## src/rtl/serial_compare_ctrl.sv

```systemverilog
// Bit-serial 8-bit magnitude comparator with nibble-wise operand capture
// from a switch bus and strobe-driven start/result handshake.
//
// state   | meaning
// IDLE    | operands loadable, waiting for a start event
// COMPARE | scanning bit pairs MSB-first, one per clock; loads ignored
// DONE    | less/more/equal valid; a load returns to IDLE, a start restarts
module serial_compare_ctrl #(
  parameter bit EARLY_EXIT = 1'b1
) (
  input  logic       clk,
  input  logic       rst,
  input  logic [3:0] Y,
  input  logic       PB1,
  input  logic       PB2,
  input  logic       PB3,
  input  logic       PB4,
  input  logic       start,
  output logic       busy,
  output logic       done,
  output logic       less,
  output logic       more,
  output logic       equal
);

  typedef enum logic [1:0] {IDLE, COMPARE, DONE} state_t;

  state_t     state, state_nxt;
  logic [7:0] a, b;
  logic [2:0] idx;
  logic       lt, gt;
  logic       p1, p2, p3, p4, ps;
  logic       ev1, ev2, ev3, ev4, ev_start, ev_load, load_ok;
  logic       bit_a, bit_b, lt_nxt, gt_nxt, fin;
  logic       busy_nxt, done_nxt, less_nxt, more_nxt, equal_nxt;

  // rising-edge events: a held strobe fires once until sampled low again
  assign ev1      = PB1 & ~p1;
  assign ev2      = PB2 & ~p2;
  assign ev3      = PB3 & ~p3;
  assign ev4      = PB4 & ~p4;
  assign ev_start = start & ~ps;
  assign ev_load  = ev1 | ev2 | ev3 | ev4;
  assign load_ok  = (state != COMPARE);

  always_comb begin
    bit_a  = a[idx];
    bit_b  = b[idx];
    lt_nxt = lt | (~lt & ~gt & ~bit_a & bit_b);
    gt_nxt = gt | (~lt & ~gt & bit_a & ~bit_b);
    fin    = (idx == 3'd0) | (EARLY_EXIT & (lt_nxt | gt_nxt));
  end

  // state register plus datapath and registered outputs
  always_ff @(posedge clk) begin
    if (rst) begin
      state <= IDLE;
      a     <= 8'h00;
      b     <= 8'h00;
      idx   <= 3'd7;
      lt    <= 1'b0;
      gt    <= 1'b0;
      p1    <= 1'b0;
      p2    <= 1'b0;
      p3    <= 1'b0;
      p4    <= 1'b0;
      ps    <= 1'b0;
      busy  <= 1'b0;
      done  <= 1'b0;
      less  <= 1'b0;
      more  <= 1'b0;
      equal <= 1'b0;
    end else begin
      state <= state_nxt;
      p1    <= PB1;
      p2    <= PB2;
      p3    <= PB3;
      p4    <= PB4;
      ps    <= start;
      busy  <= busy_nxt;
      done  <= done_nxt;
      less  <= less_nxt;
      more  <= more_nxt;
      equal <= equal_nxt;
      if (load_ok) begin
        if (ev1) a[3:0] <= Y;
        if (ev2) a[7:4] <= Y;
        if (ev3) b[3:0] <= Y;
        if (ev4) b[7:4] <= Y;
        if (ev_start) begin
          idx <= 3'd7;
          lt  <= 1'b0;
          gt  <= 1'b0;
        end
      end else begin
        lt <= lt_nxt;
        gt <= gt_nxt;
        if (!fin) idx <= idx - 3'd1;
      end
    end
  end

  always_comb begin
    state_nxt = state;
    case (state)
      IDLE:    if (ev_start) state_nxt = COMPARE;
      COMPARE: if (fin) state_nxt = DONE;
      DONE: begin
        if (ev_start)     state_nxt = COMPARE;
        else if (ev_load) state_nxt = IDLE;
      end
      default: state_nxt = IDLE;
    endcase
  end

  always_comb begin
    busy_nxt  = busy;
    done_nxt  = done;
    less_nxt  = less;
    more_nxt  = more;
    equal_nxt = equal;
    if (load_ok && ev_start) begin
      busy_nxt  = 1'b1;
      done_nxt  = 1'b0;
      less_nxt  = 1'b0;
      more_nxt  = 1'b0;
      equal_nxt = 1'b0;
    end else if (state == DONE && ev_load) begin
      done_nxt  = 1'b0;
      less_nxt  = 1'b0;
      more_nxt  = 1'b0;
      equal_nxt = 1'b0;
    end else if (state == COMPARE && fin) begin
      busy_nxt  = 1'b0;
      done_nxt  = 1'b1;
      less_nxt  = lt_nxt;
      more_nxt  = gt_nxt;
      equal_nxt = ~(lt_nxt | gt_nxt);
    end
  end

endmodule

```

## config.mk

```make
export PLATFORM = sky130hd
export DESIGN_NAME = serial_compare_ctrl
export DESIGN_NICKNAME = d
export VERILOG_FILES = /design/src/rtl/serial_compare_ctrl.sv
export SDC_FILE = /design/constraint.sdc
export NUM_CORES = 1
export LEC_CHECK = 0
export ABC_CLOCK_PERIOD_IN_PS = 4360
export BUFFER_PORTS_ARGS = -buffer_cell sky130_fd_sc_hd__buf_2
export CAP_MARGIN = 10
export CORE_ASPECT_RATIO = 1.5
export CORE_MARGIN = 2
export CORE_UTILIZATION = 35
export DETAILED_ROUTE_END_ITERATION = 6
export HOLD_SLACK_MARGIN = 0.1
export PLACE_DENSITY = 0.62
export SYNTH_ARGS = -nofsm -noshare
export SYNTH_HDL_FRONTEND = slang
export SYNTH_SLANG_ARGS = --single-unit
```

## constraint.sdc

```tcl
create_clock -name clk -period 4.36 [get_ports clk]
set_input_delay 0.654 -clock clk [delete_from_list [all_inputs] [get_ports clk]]
set_output_delay 0.654 -clock clk [all_outputs]
set_load 0.01 [all_outputs]
```

Yosys cells after proc, flatten, opt, wreduce, memory -nomap -nowiden
Index checks and enable logic that the tools add are counted.
Cells by class
  add/sub/neg operators: 1
  order comparisons: 1
  equality and inequality tests: 9
  multiplexer cells: 18
  bitwise operators: 27
  reduce and logical (&&, ||, !) cells: 14
Operators by type and width (count)
  $reduce_and 2->1: 6
  $and 1x1->1: 10
  $ne 2x2->1 const B: 5
  $not 1->1: 10
  $mux 3: 3
  $mux 1: 8
  $mux 2: 4
  $or 1x1->1: 7
  $bmux 1 s3: 2
  $pmux 2 s3: 1
  $lt 3x4->1 const B: 1
  $logic_and 1x1->1: 3
  $logic_not 3->1: 1
  $ne 3x3->1 const B: 1
  $reduce_and 3->1: 1
  $reduce_or 3->1: 1
  $sub 3x1->3 const B: 1
  $eq 2x1->1 const B: 1
  $eq 2x2->1 const B: 1
  $logic_not 2->1: 1
  $ne 2x1->1 const B: 1
  $reduce_bool 2->1: 1
Word-level totals
  bits in registers: 33
  input port bits: 11
  logic and storage cells: 88

Depth between registers and ports, before layout
Gate-level depths: netlist (run 1).
  depth after elaboration: 12
  depth in mapped cells: 7

Worst setup path before layout (run 1)
Ideal clock, no wire load.
  path type: flip-flop to flip-flop
  start: register idx[0]
  end: register more
  library setup time: 0.122 ns
  arrival: 1.882 ns
  required time: 4.238 ns
  path slack: 2.356 ns
  cell stages (with the launch flop): 7
  path buffers: 1
  clock period less this slack: 2.004 ns
  cells stage by stage: dfxtp_1 buf_6 mux4_1 mux2_4 xor2_4 and4_1 a311o_1
On the way
  cells in the longest elaborated chain, start to end: 9
RTL lines
  start: declaration: RTL line 30  | logic [2:0] idx;
  start signal: assignment: RTL line 98  | if (!fin) idx <= idx - 3'd1;
  $bmux 1 s3: RTL line 47  | bit_a = a[idx];
  $mux 1 (implied by the code): RTL line 47
  $not 1->1: RTL line 49  | lt_nxt = lt | (~lt & ~gt & ~bit_a & bit_b);
  $and 1x1->1 (2 in series): RTL line 49
  $or 1x1->1: RTL line 49
  $or 1x1->1 (2 in series): RTL line 51  | fin = (idx == 3'd0) | (EARLY_EXIT & (lt_nxt | gt_nxt));
  $logic_and 1x1->1: RTL line 133  | end else if (state == COMPARE && fin) begin
  end signal: assignment: RTL line 83  | more <= more_nxt;
  end: declaration: RTL line 22  | output logic more,
Parallel ways exist; a longest one is shown, timed or not. The select of a mux whose other input is x is not followed.
A chain may end at the register's enable or synchronous reset.

Worst setup path after layout (run 1)
  start: register idx[0]
  end: register idx[1]
On the way
  cells in the longest elaborated chain, start to end: 10
RTL lines (RTL line)
  $bmux 1 s3: 47
  $mux 1 (implied by the code): 47
  $not 1->1: 49
  $and 1x1->1 (2 in series): 49
  $or 1x1->1: 49
  $or 1x1->1 (2 in series): 51
  $ne 2x2->1 (no line)
  $reduce_and 2->1 (no line)
Parallel ways exist; a longest one is shown, timed or not. The select of a mux whose other input is x is not followed.

==> results.yml, run 1 <==
worst_setup_path:
  critical_path_peak_fanout: 10
  timing.critical_path.required_ns: 4.57
  worst-r2r-cell-count: 5
  critPathCapture: "idx[1]"
  r2r_slack_ns: 2.14
  r2r_start: "idx[0]"
  critPathLaunchType: "flop"
  timing.critical_path.arrival_ns: 2.43
  launch_point_of_the_worst_path: "idx[0]"
  path_class: "reg2reg"
  crit-reg2reg-capture: "idx[1]"
  endpoint_kind: "flop"
run:
  maxCapViolations: 0
cells_and_area:
  diodes: 0
  final_cell_count_no_fill: 218
  fin_nets: 184
  final_util: 0.4076
  post_route_standard_cell_area_excluding_fillers_mm2: 0.001730
  area_growth_syn_to_layout_pct: 11.44
  ratio_of_cells_with_drive_above_1_in_the_final_layout: 0.1802
  nFillCells: 408
clock_tree:
  max-clock-path-buffers: 2
  numClockSinks: 33
  clock_tree.root_cell: "sky130_fd_sc_hd__clkbuf_8"
  tritoncts_clock_tree: "built"
  clkTransAtPathRegs_ns: 0.07
  cts_hold_repair.buffers: 0
  cts-resized-gates: 0
  worstSkewPairLatency_ns: 0.28
  post-cts-setup-buffers: 0
  ctsHtreeMaxLevel: 2
  tritoncts.num_buffers: 5
yosys:
  netlist.area_leader.share: 0.4255
  area_leader_netlist: "sky130_fd_sc_hd__dfxtp_1"
  synth_cell_type_count: 37
  synth_seq_area_share: 0.4255
  synth.cell_area_mm2: 0.001553
  synth.ff_latch_count: 33
  ys_dominant_reg_cell: "sky130_fd_sc_hd__dfxtp_1"
  synth_edf_count: 0
  asyncSetResetFlopFracSynth: 0
  mappedNetlistNets: 172
  post_synth_most_frequent_cells: "sky130_fd_sc_hd__dfxtp_1 (33), sky130_fd_sc_hd__nor2_1 (21), sky130_fd_sc_hd__mux2i_1 (13)"
  yosys_warnings: 0
  syn-mean-instance-area_um2: 9.766
  largest_cells_by_area_after_synthesis: "sky130_fd_sc_hd__dfxtp_1 (43%), sky130_fd_sc_hd__mux2i_1 (8.4%), sky130_fd_sc_hd__mux4_1 (6.8%), sky130_fd_sc_hd__nor2_1 (5.1%), sky130_fd_sc_hd__nand2b_1 (4.0%)"
  synthesis.instances: 159
  synth.most_common_cell: "sky130_fd_sc_hd__dfxtp_1"
floorplan:
  coreArea_mm2: 0.004245
  die_area_mm2: 0.004996
  floorplan.die.height_um: 85.58
  ioPinCount: 16
  initial_utilization: 0.3658
  die_width_um: 58.39
  rows: 29
grt:
  grt_pass1_wl_mm: 5.651
  track_usage: 0.1473
  grt_start_max_net_pins: 37
  grt_overflow_total: 0
  grt_pass1_vias: 1232
  antenna_violations_before_repair: 0
routing:
  wl_per_cell_um: 14.70
  routed_wl_mm: 3.204
  drc_errors: 0
  firstDrtPassIters: 4
  drt-initial-drc-count: 48
  route.antenna.remaining_nets: 0
  vias: 1184
  route.detailed.vias_per_inst: 5.431
sta:
  timing.final.max_slew_violations: 0
  min_period_over_period: 0.5102
  maxSlewHeadroom: 0.4514
  timing.final.crit_period_ns: 2.225
  achievable-frequency_mhz: 449.5
  timing.clock.skew_ns: 0.004952
  timing_hold_violations_final: 0
  grt_setup_unrepaired: "false"
  timing_worst_slew_pin_value_ns: 0.8211
  setup_total_negative_slack_ns: 0
  setup_viol: 0
place:
  placedInstanceArea_mm2: 0.001639
  gp_congestion: 0.8308
  dp_hpwl_mm: 2.368
  place.detailed.instances: 210
  port_buffers: 15
power:
  static-leakage-power_nw: 0.7601
  ir_worst_vdd_uv: 286.0
  p_total_w: 0.0006607
  pwr_density_cell_mw_per_mm2: 381.8
hold_path:
  min-delay-path-class: "reg2reg"
outcome:
  outcome: "finished, final reports clean"
-- cell type report --
cell class,count,area [µm²],area share
clock buffer,5,68.82,0.03977
clock inverter,3,22.52,0.01302
timing repair buffer,15,75.07,0.04338
tap,46,57.56,0.03326
inverter,3,11.26,0.006508
multi-input combinational,113,834.6,0.4823
sequential,33,660.6,0.3818
-- routing by layer --
metal / track usage / part of all wire / routed length [µm]
met1: 0.1624 / 0.42 / 1349
met2: 0.2625 / 0.53 / 1698
met3: 0.04223 / 0.036 / 115
met4: 0.05074 / 0.013 / 42
met5: 0 / 0 / 0
-- critical path: stages (launching register included) --
cell and delay, ns:
sky130_fd_sc_hd__dfxtp_1 0.53, sky130_fd_sc_hd__mux4_1 0.65, sky130_fd_sc_hd__mux2i_4 0.26, sky130_fd_sc_hd__xor2_4 0.32, sky130_fd_sc_hd__nand3_1 0.16, sky130_fd_sc_hd__mux2i_1 0.23
-- placed cells by master (no fill, tap or decap), drive strengths merged, types with 2 or more instances in the layout --
cell type | synthesis | routed
o21ai | 6 | 6
a21oi | 8 | 8
nand2b | 10 | 10
nor2b | 8 | 8
mux4 | 4 | 4
ha | 2 | 2
nor3 | 8 | 8
nand4 | 2 | 2
nand3 | 4 | 4
clkbuf | 7 | 5
inv | 3 | 3
mux2i | 14 | 14
nor2 | 21 | 21
buf | 3 | 15
clkinvlp | 0 | 3
nand2 | 6 | 6
nor4 | 5 | 5
dfxtp | 33 | 33
-- state kept, by name, indices dropped and copies added (netlist names) --
name   count
done       1
a          8
equal      1
idx        3
p2         1
b          8
gt         1
p4         1
p1         1
lt         1
less       1
more       1
ps         1
busy       1
state      2
p3         1
-- power breakdown --
part | leakage (nW) | switching (W) | internal, W | total (W)
logic | 0.453 | 0.0000568 | 0.0000416 | 0.0000984
registers | 0.270 | 0.0000121 | 0.000319 | 0.000331
clock network | 0.0364 | 0.000119 | 0.000112 | 0.000231
-- logic make-up (layout without fill, tap and decap cells) --
kind of cell               after synthesis  after routing  share of synthesized area
and+or+nand+nor                         67             67                     0.2240
DFF                                     33             33                     0.4255
AOI/OAI and AO/OA                       24             24                     0.1040
muxes                                   19             19                     0.1757
buffers and inverters                   13             26                    0.03706
adders and majority gates                2              2                    0.01611
xor gates and xnor gates                 1              1                    0.01773
-- per-stage QoR --
stage	hold WS (ns)	worst slack [ns]
finish	0.4645	2.135
global route	0.4954	2.040
CTS	0.4717	2.143
detailed placement	0.4547	2.170
global placement	0.4450	2.215
floorplan	0.4485	2.356
-- worst min-delay path by stage --
stage | from | cells after the start | to | slack [ns]
after floorplan | a[1] | 2 | a[1] | 0.45
after global placement | done | 1 | done | 0.44
after detailed placement | done | 1 | done | 0.45
after CTS | done | 1 | done | 0.47
after global routing | done | 1 | done | 0.50
final | done | 1 | done | 0.46
No activity file was read; power rests on OpenSTA's default activity.
==> inputs of run 2 (changes only) <==
--- a/config.mk
+++ b/config.mk
@@ -5,7 +5,7 @@
 export SDC_FILE = /design/constraint.sdc
 export NUM_CORES = 1
 export LEC_CHECK = 0
-export ABC_CLOCK_PERIOD_IN_PS = 4360
+export ABC_CLOCK_PERIOD_IN_PS = 1800
 export BUFFER_PORTS_ARGS = -buffer_cell sky130_fd_sc_hd__buf_2
 export CAP_MARGIN = 10
 export CORE_ASPECT_RATIO = 1.5
@@ -13,7 +13,7 @@
 export CORE_UTILIZATION = 35
 export DETAILED_ROUTE_END_ITERATION = 6
 export HOLD_SLACK_MARGIN = 0.1
-export PLACE_DENSITY = 0.62
+export PLACE_DENSITY = 0.64
 export SYNTH_ARGS = -nofsm -noshare
 export SYNTH_HDL_FRONTEND = slang
 export SYNTH_SLANG_ARGS = --single-unit
==> constraint.sdc (replaced) <==
create_clock -name clk -period 1.8 [get_ports clk]
set_input_delay 0.27 -clock clk [delete_from_list [all_inputs] [get_ports clk]]
set_output_delay 0.27 -clock clk [all_outputs]
set_load 0.01 [all_outputs]
==> results.yml, run 2 (same netlist as run 1, synthesis figures left out) <==
worst_setup_path:
  endpoint_kind: "flop"
  timing.critical_path.arrival_ns: 2.11
  timing.critical_path.slowest_cell_delay_ns: 0.49
  launch_point_of_the_worst_path: "idx[0]"
  r2r_start: "idx[0]"
  timing.critical_path.required_ns: 1.97
  critPathLaunchType: "flop"
  worstPathBufferInverterCount: 0
  r2r_slack_ns: -0.14
  critical_path_peak_fanout: 5
  crit_path_cell_trace: "mux4_2, mux2_4, xor2_4, and4_1, a311o_1"
  crit_family: "multiplexers"
  cp_slowest_cell: "sky130_fd_sc_hd__mux4_2"
  path_class: "reg2reg"
power:
  static-leakage-power_nw: 0.8173
  pwr_density_cell_mw_per_mm2: 887.6
  ir_worst_vdd_uv: 781.9
cells_and_area:
  nFillCells: 410
  multi_input_gate_area_um2: 863.3
  fin_nets: 200
  final_cell_count_no_fill: 233
  area.sequential_um2: 664.4
  post_route_standard_cell_area_excluding_fillers_mm2: 0.001871
  most_common_library_cell_in_the_layout_ignoring_fill_and_taps: "sky130_fd_sc_hd__dfxtp_1"
  ratio_of_cells_with_drive_above_1_in_the_final_layout: 0.2941
  reg_top3: "a: 8 flops, b: 8 flops, idx: 3 flops"
  diodes: 0
  area_growth_syn_to_layout_pct: 20.47
  most-common-layout-cells: "sky130_fd_sc_hd__dfxtp_1 (32), sky130_fd_sc_hd__nor2_1 (21), sky130_fd_sc_hd__buf_2 (15), sky130_fd_sc_hd__buf_4 (15), sky130_fd_sc_hd__mux2i_1 (13)"
sta:
  grt_setup_unrepaired: "true"
  finalHoldWorstSlack_ns: 0.2191
  maxSlewHeadroom: 0.7707
  timing_hold_violations_final: 0
  setup_viol: 10
  setup_total_negative_slack_ns: -0.7159
  min_period_over_period: 1.076
  timing_worst_slew_pin_value_ns: 0.3408
  achievable-frequency_mhz: 516.3
  timing.final.max_slew_violations: 0
  final_critical_path_setup_slack_ns: -0.1367
  timing.final.crit_period_ns: 1.937
  timing.clock.skew_ns: 0.003135
grt:
  grt_start_max_net_pins: 19
  antenna_violations_before_repair: 0
  grt_pass1_vias: 1270
  grt_pass1_wl_mm: 5.775
  track_usage: 0.1529
  grt_overflow_total: 0
hold_path:
  min-delay-path-class: "in2reg"
  worstHoldStart: "PB2"
clock_tree:
  clkTransAtPathRegs_ns: 0.06
  tritoncts_clock_tree: "built"
  clock_tree.root_cell: "sky130_fd_sc_hd__clkbuf_8"
  numClockSinks: 33
  tritoncts.num_buffers: 5
  worstSkewPairLatency_ns: 0.28
  max-clock-path-buffers: 2
  post-cts-setup-buffers: 0
  ctsHtreeMaxLevel: 2
place:
  port_buffers: 15
  placedInstanceArea_mm2: 0.001738
  gp_congestion: 0.7743
  dp_hpwl_mm: 2.471
  place.detailed.instances: 225
floorplan:
  coreArea_mm2: 0.004245
  floorplan.die.height_um: 85.58
  die_area_mm2: 0.004996
  die_width_um: 58.39
  rows: 29
  initial_utilization: 0.3658
  ioPinCount: 16
routing:
  drt-initial-drc-count: 14
  drc_errors: 0
  route.antenna.remaining_nets: 0
  routed_wl_mm: 3.304
  wl_per_cell_um: 14.18
  route.detailed.vias_per_inst: 5.318
  vias: 1239
  firstDrtPassIters: 4
run:
  maxCapViolations: 0
outcome:
  outcome: "complete, but fails checks"
  failed_checks: "negative setup slack"
-- run 2: changes by cell type in the layout (fill, tap and decap cells not counted), sizes merged --
cell / delta
buf: +15
clkbuf: +2
clkinvlp: -3
xor2: +1
-- run 2: final timing paths --
| kind | end | cells after the start |
|---|---|---|
| worst min register to register | done | 1 |
| worst max-delay path | more | 5 |
| worst max register to register | more | 5 |
| worst min-delay path | p2 | 2 |
-- run 2: worst register-to-register path, stage by stage, from the launching register on --
cell	delay [ns]
sky130_fd_sc_hd__dfxtp_4	0.39
sky130_fd_sc_hd__mux4_2	0.49
sky130_fd_sc_hd__mux2_4	0.34
sky130_fd_sc_hd__xor2_4	0.19
sky130_fd_sc_hd__and4_1	0.17
sky130_fd_sc_hd__a311o_1	0.26
-- run 2: power breakdown --
group          switching [W]  internal, W  total, W
logic               0.000157     0.000141  0.000299
registers          0.0000282     0.000774  0.000803
clock network       0.000256     0.000303  0.000559
total               0.000441      0.00122   0.00166
-- run 2: per-layer routing --
layer / share of wire / wire length [µm] / vias up / track usage
met4: 0.020 / 66 / 0 / 0.06977
met5: 0 / 0 / - / 0
met2: 0.55 / 1821 / 17 / 0.2737
li1: - / - / 617 / -
met3: 0.034 / 112 / 6 / 0.03922
met1: 0.39 / 1303 / 599 / 0.1629
-- run 2: repair_timing --
action,CTS,global route
cloned,1,0
pin swaps,4,1
hold buffers,0,0
endpoints found under the setup margin,10,11
gates resized for setup,2,4
-- run 2: layout make-up --
| cell class | instances | share of cell area |
|---|---|---|
| Multi-Input combinational cell | 114 | 0.4615 |
| Sequential cell | 33 | 0.3552 |
| Timing Repair Buffer | 30 | 0.1003 |
| Clock buffer | 7 | 0.04615 |
| Tap cell | 46 | 0.03077 |
| Inverter | 3 | 0.006020 |
-- run 2: per-stage QoR --
step	setup WS, ns	total power (W)	util
4_1_cts	-0.1435	0.001668	0.4359
5_1_grt	-0.1936	0.001740	0.4406
3_3_place_gp	-0.1653	0.001098	0.4094
3_5_place_dp	-0.1764	0.001101	0.4094
6_report	-0.1367	0.001660	0.4406
2_1_floorplan	-0.1325	0.001006	-
